`config.mk`:
```
export PLATFORM = sky130hd
export DESIGN_NAME = mdu_iter
export DESIGN_NICKNAME = d
export VERILOG_FILES = /design/src/rtl/mdu_pkg.sv /design/src/rtl/mdu_signfix.sv /design/src/rtl/mdu_iter.sv
export SDC_FILE = /design/constraint.sdc
export NUM_CORES = 1
export LEC_CHECK = 0
export ABC_AREA = 0
export CAP_MARGIN = 30
export CORE_MARGIN = 1
export CORE_UTILIZATION = 40
export CTS_BUF_LIST = sky130_fd_sc_hd__clkbuf_2
export CTS_CLUSTER_SIZE = 40
export DETAILED_ROUTE_END_ITERATION = 10
export MAX_ROUTING_LAYER = met4
export PLACE_DENSITY = 0.56
export SLEW_MARGIN = 20
export SYNTH_ARGS = -nofsm -noshare
export SYNTH_HDL_FRONTEND = slang
export SYNTH_HIERARCHICAL = 1
export SYNTH_SLANG_ARGS = --single-unit
```
`constraint.sdc`:
```
create_clock -name clk -period 11.9 [get_ports clk]
set_input_delay 2.38 -clock clk [delete_from_list [all_inputs] [get_ports clk]]
set_output_delay 2.38 -clock clk [all_outputs]
set_load 0.02 [all_outputs]
```
`src/rtl/mdu_pkg.sv`:
```
// Shared definitions for the iterative multiply/divide unit.
package mdu_pkg;

    // Operation select on the op port.
    localparam logic MDU_MUL = 1'b0;
    localparam logic MDU_DIV = 1'b1;

    // Fill bit for the lo value returned on a divide by zero (all-ones).
    localparam logic MDU_ZERO_LO_BIT = 1'b1;

    // Sequencer states.
    typedef enum logic [1:0] {
        ST_IDLE = 2'd0,
        ST_CALC = 2'd1,
        ST_FIX  = 2'd2,
        ST_DONE = 2'd3
    } mdu_state_e;

endpackage

```
`src/rtl/mdu_signfix.sv`:
```
// Conditional two's-complement negate. Used both to take operand
// magnitudes (neg = operand is negative) and to restore result signs.
module mdu_signfix
    import mdu_pkg::*;
#(
    parameter int WIDTH = 32
) (
    input  logic [WIDTH-1:0] val,
    input  logic             neg,
    output logic [WIDTH-1:0] res
);

    logic signed [WIDTH-1:0] val_s;
    logic signed [WIDTH-1:0] neg_s;

    // Negate when requested; the most-negative value maps onto itself,
    // which read as unsigned is exactly its magnitude.
    always_comb begin
        val_s = signed'(val);
        neg_s = -val_s;
        res   = neg ? unsigned'(neg_s) : val;
    end

endmodule

```
`src/rtl/mdu_iter.sv`:
```
// Iterative multiply/divide unit: shift-add multiply and restoring divide,
// one bit per cycle, with start/busy/done handshake and cancel.
module mdu_iter
    import mdu_pkg::*;
#(
    parameter int               WIDTH   = 32,
    parameter logic [WIDTH-1:0] ZERO_LO = {WIDTH{MDU_ZERO_LO_BIT}}
) (
    input  logic             clk,
    input  logic             rst,
    input  logic             start,
    input  logic             op,
    input  logic             sgn,
    input  logic             cancel,
    input  logic [WIDTH-1:0] opa,
    input  logic [WIDTH-1:0] opb,
    output logic             busy,
    output logic             done,
    output logic [WIDTH-1:0] hi,
    output logic [WIDTH-1:0] lo,
    output logic             div_zero
);

    localparam int               CNT_W    = $clog2(WIDTH) + 1;
    localparam logic [CNT_W-1:0] LAST_CNT = CNT_W'(WIDTH - 1);

    // Control / output state (reset)
    mdu_state_e       state_q, state_d;
    logic [CNT_W-1:0] cnt_q, cnt_d;
    logic             busy_q, busy_d;
    logic             done_q, done_d;
    logic             dz_q, dz_d;
    logic [WIDTH-1:0] hi_q, hi_d;
    logic [WIDTH-1:0] lo_q, lo_d;

    // Datapath state (loaded at acceptance, no reset needed)
    logic [2*WIDTH-1:0] acc_q, acc_d;
    logic [WIDTH-1:0]   mcand_q, mcand_d;
    logic               op_q, op_d;
    logic               neg_res_q, neg_res_d;
    logic               neg_rem_q, neg_rem_d;

    // Operand magnitudes and result fix-ups
    logic [WIDTH-1:0]   abs_a, abs_b;
    logic [2*WIDTH-1:0] prod_fix;
    logic [WIDTH-1:0]   quo_fix, rem_fix;

    // One iteration of each algorithm
    logic [WIDTH:0]     mul_sum;
    logic [2*WIDTH-1:0] mul_next;
    logic [WIDTH:0]     div_shift, div_diff;
    logic               div_ge;
    logic [2*WIDTH-1:0] div_next;

    mdu_signfix #(.WIDTH(WIDTH)) u_abs_a (
        .val (opa),
        .neg (sgn & opa[WIDTH-1]),
        .res (abs_a)
    );

    mdu_signfix #(.WIDTH(WIDTH)) u_abs_b (
        .val (opb),
        .neg (sgn & opb[WIDTH-1]),
        .res (abs_b)
    );

    mdu_signfix #(.WIDTH(2*WIDTH)) u_fix_prod (
        .val (acc_q),
        .neg (neg_res_q),
        .res (prod_fix)
    );

    mdu_signfix #(.WIDTH(WIDTH)) u_fix_quo (
        .val (acc_q[WIDTH-1:0]),
        .neg (neg_res_q),
        .res (quo_fix)
    );

    mdu_signfix #(.WIDTH(WIDTH)) u_fix_rem (
        .val (acc_q[2*WIDTH-1:WIDTH]),
        .neg (neg_rem_q),
        .res (rem_fix)
    );

    // Single iteration step: acc holds {partial, operand bits still to consume}.
    always_comb begin
        mul_sum   = {1'b0, acc_q[2*WIDTH-1:WIDTH]}
                  + (acc_q[0] ? {1'b0, mcand_q} : {(WIDTH+1){1'b0}});
        mul_next  = {mul_sum, acc_q[WIDTH-1:1]};
        div_shift = {acc_q[2*WIDTH-1:WIDTH], acc_q[WIDTH-1]};
        div_diff  = div_shift - {1'b0, mcand_q};
        div_ge    = ~div_diff[WIDTH];
        div_next  = {(div_ge ? div_diff[WIDTH-1:0] : div_shift[WIDTH-1:0]),
                     acc_q[WIDTH-2:0], div_ge};
    end

    // Next-state and next-output logic for the sequencer.
    always_comb begin
        state_d   = state_q;
        cnt_d     = cnt_q;
        busy_d    = busy_q;
        done_d    = 1'b0;
        dz_d      = dz_q;
        hi_d      = hi_q;
        lo_d      = lo_q;
        acc_d     = acc_q;
        mcand_d   = mcand_q;
        op_d      = op_q;
        neg_res_d = neg_res_q;
        neg_rem_d = neg_rem_q;

        unique case (state_q)
            ST_IDLE: begin
                if (start && !cancel) begin
                    op_d      = op;
                    neg_res_d = sgn & (opa[WIDTH-1] ^ opb[WIDTH-1]);
                    neg_rem_d = sgn & opa[WIDTH-1];
                    cnt_d     = '0;
                    if (op == MDU_DIV && opb == '0) begin
                        state_d = ST_DONE;
                        done_d  = 1'b1;
                        dz_d    = 1'b1;
                        hi_d    = opa;
                        lo_d    = ZERO_LO;
                    end else begin
                        state_d = ST_CALC;
                        busy_d  = 1'b1;
                        // Accumulator low half starts with the operand that is
                        // consumed bit by bit; mcand is the one added/subtracted.
                        mcand_d = (op == MDU_DIV) ? abs_b : abs_a;
                        acc_d   = {{WIDTH{1'b0}}, ((op == MDU_DIV) ? abs_a : abs_b)};
                    end
                end
            end
            ST_CALC: begin
                if (cancel) begin
                    state_d = ST_IDLE;
                    busy_d  = 1'b0;
                end else begin
                    acc_d = (op_q == MDU_DIV) ? div_next : mul_next;
                    cnt_d = cnt_q + 1'b1;
                    if (cnt_q == LAST_CNT) begin
                        state_d = ST_FIX;
                    end
                end
            end
            ST_FIX: begin
                if (cancel) begin
                    state_d = ST_IDLE;
                    busy_d  = 1'b0;
                end else begin
                    if (op_q == MDU_DIV) begin
                        hi_d = rem_fix;
                        lo_d = quo_fix;
                    end else begin
                        hi_d = prod_fix[2*WIDTH-1:WIDTH];
                        lo_d = prod_fix[WIDTH-1:0];
                    end
                    dz_d    = 1'b0;
                    done_d  = 1'b1;
                    busy_d  = 1'b0;
                    state_d = ST_DONE;
                end
            end
            ST_DONE: begin
                // Start is deliberately ignored here; cancel cannot suppress done.
                state_d = ST_IDLE;
            end
            default: begin
                state_d = ST_IDLE;
                busy_d  = 1'b0;
            end
        endcase
    end

    // Sequencer and registered outputs, synchronous active-low reset.
    always_ff @(posedge clk) begin
        if (!rst) begin
            state_q <= ST_IDLE;
            cnt_q   <= '0;
            busy_q  <= 1'b0;
            done_q  <= 1'b0;
            dz_q    <= 1'b0;
            hi_q    <= '0;
            lo_q    <= '0;
        end else begin
            state_q <= state_d;
            cnt_q   <= cnt_d;
            busy_q  <= busy_d;
            done_q  <= done_d;
            dz_q    <= dz_d;
            hi_q    <= hi_d;
            lo_q    <= lo_d;
        end
    end

    // Datapath registers; always loaded before use, so no reset.
    always_ff @(posedge clk) begin
        acc_q     <= acc_d;
        mcand_q   <= mcand_d;
        op_q      <= op_d;
        neg_res_q <= neg_res_d;
        neg_rem_q <= neg_rem_d;
    end

    assign busy     = busy_q;
    assign done     = done_q;
    assign hi       = hi_q;
    assign lo       = lo_q;
    assign div_zero = dz_q;

endmodule

```
-- Word-level counts from Yosys, hierarchy flattened
Index checks and enable logic that the tools add are counted.
- register bits after elaboration: 174
- output and inout bits: 67
- word-level logic and storage cells: 97
- multiplexer cells: 45
- bitwise gates (word level): 6
- reduce and logical (&&, ||, !) cells: 15
- eq/ne operators: 11
- $add $sub $neg: 8
- operator list (operator ; count):
    two-way mux 32 bit ; 16
    two-way mux 64 bit ; 5
    negation 32 bit ; 4
    case mux 32 bit (2 select lines) ; 2
    case mux 64 bit (2 select lines) ; 1
    negation 64 bit ; 1
    adder 32 x 32 -> 33 bit ; 1
    subtractor 33 x 32 -> 33 bit ; 1
    logical NOT 32 bit ; 1
    two-way mux 6 bit ; 2
    inequality test 2 bit, second input constant ; 6
    case mux 6 bit (2 select lines) ; 1
    AND reduction 4 bit ; 3
    two-way mux 2 bit ; 5
    two-way mux 1 bit ; 9
    case mux 2 bit (4 select lines) ; 1
    adder 6 x 1 -> 6 bit, second input constant ; 1
    == test 6 x 5 -> 1 bit, second input constant ; 1
    AND reduction 3 bit ; 2
    == test 2 bit, second input constant ; 2
    case mux 1 bit (2 select lines) ; 2
    AND reduction 2 bit ; 2
    nonzero test 2 bit ; 2
    bitwise AND 1 bit ; 3
    9 further kinds ; 11

-- Longest topological paths before layout
- depth in word-level cells: 6
- depth in mapped cells: 14
- mapped depth without buffers: 12

-- Hierarchy
The synthesis kept the hierarchy.
- modules (own cells, without submodules) (module ; times used ; cells an instance ; area an instance (um^2) ; seq. area each (um^2)):
    mdu_iter ; 1 ; 1352 ; 12685.9 ; 4474.3
    mdu_signfix at u_abs_a ... ; 3 ; 108 ; 767.0 ; 0.0
    mdu_signfix at u_fix_prod ; 1 ; 198 ; 1453.9 ; 0.0
    mdu_signfix at u_fix_rem ; 1 ; 99 ; 777.0 ; 0.0

-- Worst setup path before layout
OpenSTA, ideal clock, no wires.
- kind: in2reg
- start: input port cancel
- end: register acc_q[0] (enable)
- path slack: 3.775 ns
- cell stages on the path: 3
- arrival: 7.540 ns
- library setup time: 0.584 ns
- cell sequence: clkbuf_1 -> nor2_1 -> a21boi_0
- longest elaborated chain between the ends: 4
- ends and longest elaborated chain (element ; RTL line ; RTL):
    start, declared ; mdu_iter.sv:14 ; input logic cancel,
    logical NOT 1 bit ; mdu_iter.sv:114 ; if (start && !cancel) begin
    logical AND 1 bit ; mdu_iter.sv:114 ;
    inequality test 2 bit (no source line) ; - ;
    AND reduction 4 bit (no source line) (*) ; - ;
    end signal, assigned ; mdu_iter.sv:199 ; acc_q <= acc_d;
    end, declared ; mdu_iter.sv:37 ; logic [2*WIDTH-1:0] acc_q, acc_d;
Mark *: on every way between the ends. The rest lies on a longest branch, timed or not.
A chain may end at the register's enable or synchronous reset.

-- Final worst setup path
- start: input port opb[7]
- end: register lo_q[20] (netlist: lo[20])
- longest elaborated chain between the ends: 4
- ends and longest elaborated chain (element ; RTL line ; RTL):
    start, declared ; mdu_iter.sv:16 ; input logic [WIDTH-1:0] opb,
    logical NOT 32 bit ; mdu_iter.sv:119 ; if (op == MDU_DIV && opb == '0) begin
    logical AND 1 bit ; mdu_iter.sv:119 ;
    inequality test 2 bit (no source line) ; - ;
    AND reduction 4 bit (no source line) ; - ;
    end signal, assigned ; mdu_iter.sv:193 ; lo_q <= lo_d;
    end, declared ; mdu_iter.sv:34 ; logic [WIDTH-1:0] lo_q, lo_d;
No other way between the ends.

==> out/qor.txt <==
multi-input logic area -> 12000 sq um
Distinct cells, synth -> 81
critical path arrival -> 5.89 ns
Slew @ Worst Pin -> 1.04 ns
Final Max Slew Viols -> 0
CORE AREA -> 42200 sq um
most frequent cells in the layout -> xnor2_1, nand2_1, clkdlybuf4s50_1
Sum Neg Setup Slack -> 0 ns
sequential fraction of the synthesis area -> 26.0%
CTS Sinks -> 174
DR DRC count -> 0
maximum clock frequency -> 198 MHz
grt ovf -> 0
post-DR wirelength/cell -> 22.3 um
Post-DP HPWL -> 43500 um
Area Overhead vs Synth -> 11.6%
Inserted Clock Buffers -> 17
Yosys reg bits -> 174
CP max stage cell -> buf_4
Die X-Extent -> 209 um
FF+latch area -> 4470 sq um
Syn Nets -> 2118
FFs w/ async S/R, synth -> 0%
most common cell after layout, fill and taps aside -> xnor2_1
GRT Overall Usage -> 26.6%
starting DRC count in detailed routing -> 1349
synth warn -> 6
antenna violation net count after detailed routing -> 0
fin crit share -> 42.4%
startpoint types -> input pin
Max rail drop VDD -> 0.0000888 V
max_cap viols -> 0
I/O pin cnt -> 137
delay-heaviest family, CP -> simple AND/OR/NAND/NOR gates
die height -> 209 um
Final min period -> 5.04 ns
htree depth -> 4
clock tree buffer depth -> 2
synthesized area -> 17200 sq um
power per cell area -> 160 nW/um^2
CTS tree -> done
outcome -> completed
layout cells sized above 1 -> 7.58%
Setup Skew -> 0.0857 ns
Worst slew margin -> 30.9%
RSZ-0062 raised after global routing -> no
top_reg_cell synth -> edfxtp_1
flop2flop setup slack -> 7.81 ns
Final Setup Violations -> 0
root buffer cell -> clkbuf_2
final net count -> 2176
# port buffers -> 136
Hold Path Class -> reg2reg
syn avg cell area -> 8.73 sq um
critical path class -> in2reg
Post-Syn Instances -> 1973
Pre-Repair DR Iteration Count -> 6
CTS Hold Bufs -> 0
vias in the first global route -> 14.6k
fill count -> 4204
Vias -> 15.7k
clk slew on worst S/H paths -> 0.26 ns
CP Buf/Inv Count -> 2
post-CTS setup buffer count -> 0
Final GP Congestion -> 0.955
WL final -> 57700 um
Leak -> 7.08 nW
maximum fanout along the worst path -> 85
Final Hold Fails -> 0
Via density -> 6.07
PostCTS Resize Cnt -> 0
Crit. End Element -> register
max incr delay on CP -> 0.69 ns
pin count of the biggest net entering global routing -> 159
Clock Latency Late Sink -> 0.97 ns
Post-synth EDFFs -> 99
initial core utilization -> 40.8%
initial antenna violation count -> 3
final total power -> 0.00307 W
first-pass GRT wire length -> 87000 um
die area -> 43900 sq um
most frequent CP cell -> nand3_1
Rows -> 75
CP required -> 12.74 ns
crit path cell chain -> clkdlybuf4s50_1 > nor4_1 > nand4_1 > nor3_2 > nand3_1 > a21oi_4 > buf_4 > nand3_1 > o211a_1
[cells in the mapped netlist (14+ instances only)]
library cell | number | share of area (%)
xnor2_1 | 216 | 11
nand2_1 | 156 | 3.4
mux2i_1 | 125 | 7.3
a21oi_1 | 115 | 3.3
o21ai_0 | 106 | 3.1
edfxtp_1 | 99 | 17
clkbuf_1 | 82 | 1.8
dfxtp_1 | 75 | 8.7
inv_1 | 74 | 1.6
ha_1 | 73 | 5.3
nand3_1 | 56 | 1.6
o31ai_1 | 53 | 2.3
nor2_1 | 51 | 1.1
o41ai_1 | 48 | 2.4
and2_1 | 42 | 1.5
nor2b_1 | 42 | 1.5
o211ai_1 | 39 | 1.7
a211oi_1 | 36 | 1.6
a21boi_0 | 36 | 1.6
o211a_1 | 35 | 2.0
mux2_2 | 34 | 2.2
nand2b_1 | 27 | 0.98
nor4_1 | 26 | 0.94
a21o_1 | 25 | 1.1
nand4_1 | 24 | 0.87
or3_1 | 22 | 0.80
or4_1 | 22 | 0.96
xor2_1 | 19 | 0.97
nor3_1 | 18 | 0.52
buf_1 | 16 | 0.35
o21a_1 | 14 | 0.61
o41ai_2 | 14 | 1.3
[power by group]
group	internal (W)	switching, W	total [W]
clock network	0.000103	0.000252	0.000355
logic	0.000714	0.00101	0.00173
registers	0.000784	0.000203	0.000987
[worst min-delay path, delay by kind of cell (launching register included)]
kind | cells | cell delay (ns)
DFF | 1 | 0.36
AOI/OAI and AO/OA | 1 | 0.06
and+or+nand+nor | 1 | 0.04
[sequential cells by signal, indices dropped and copies added, names as in the netlist]
signal and cells:
div_zero 1, neg_rem_q 1, done 1, acc_q 64, hi 32, cnt_q 6
neg_res_q 1, busy 1, state_q 2, op_q 1, mcand_q 32, lo 32
[metrics by stage]
step | util [%] | cells | instance area (sq um) | worst slack (ns) | hold WS [ns]
after floorplan | - | 1973 | 17200 | 3.78 | 0.455
after global placement | 44.7 | 2544 | 18900 | 5.93 | 0.455
after detailed placement | 44.8 | 2547 | 18900 | 5.79 | 0.460
after CTS | 45.3 | 2579 | 19100 | 6.84 | 0.486
after global routing | 45.5 | 2586 | 19200 | 6.63 | 0.505
final | 45.5 | 2586 | 19200 | 6.86 | 0.480
[final timing paths]
check                       from                       to  cells after the start
max                       opb[7]      lo[20]$_SDFFE_PN0P_                      9
min          hi[10]$_SDFFE_PN0P_      hi[10]$_SDFFE_PN0P_                      2
max reg2reg  acc_q[31]$_DFFE_PP_  acc_q[33]$_SDFFCE_PN0P_                     13
min reg2reg  hi[10]$_SDFFE_PN0P_      hi[10]$_SDFFE_PN0P_                      2
[cells by family after synthesis]
logic type	after synthesis	synth area share, %
AO/OA/AOI/OAI	584	24.4
AND/OR/NAND/NOR	552	17.9
XOR/XNOR	235	12.0
buffers and inverters	194	4.77
flip-flops	174	26.0
multiplexers	159	9.49
adder cells (fa/ha/maj)	75	5.54
[per-layer routing]
layer  track usage, %  vias up  share of wire (%)
met4             9.46        0                3.1
li1                 -     7525                  -
met1             34.4     7637                 44
met3             4.17       75                5.7
met2             42.2      463                 47
met5                -        -                  0
[layout make-up]
cell class | instances | area share [%]
sequential | 174 | 23.3
tap | 539 | 3.51
inverter | 74 | 1.45
multi-input combinational | 1605 | 62.3
antenna | 3 | 0.0391
timing repair buffer | 159 | 8.14
clock buffer | 18 | 0.469
clock inverter | 14 | 0.827
Note: power is estimated with default switching activity, not from simulation.
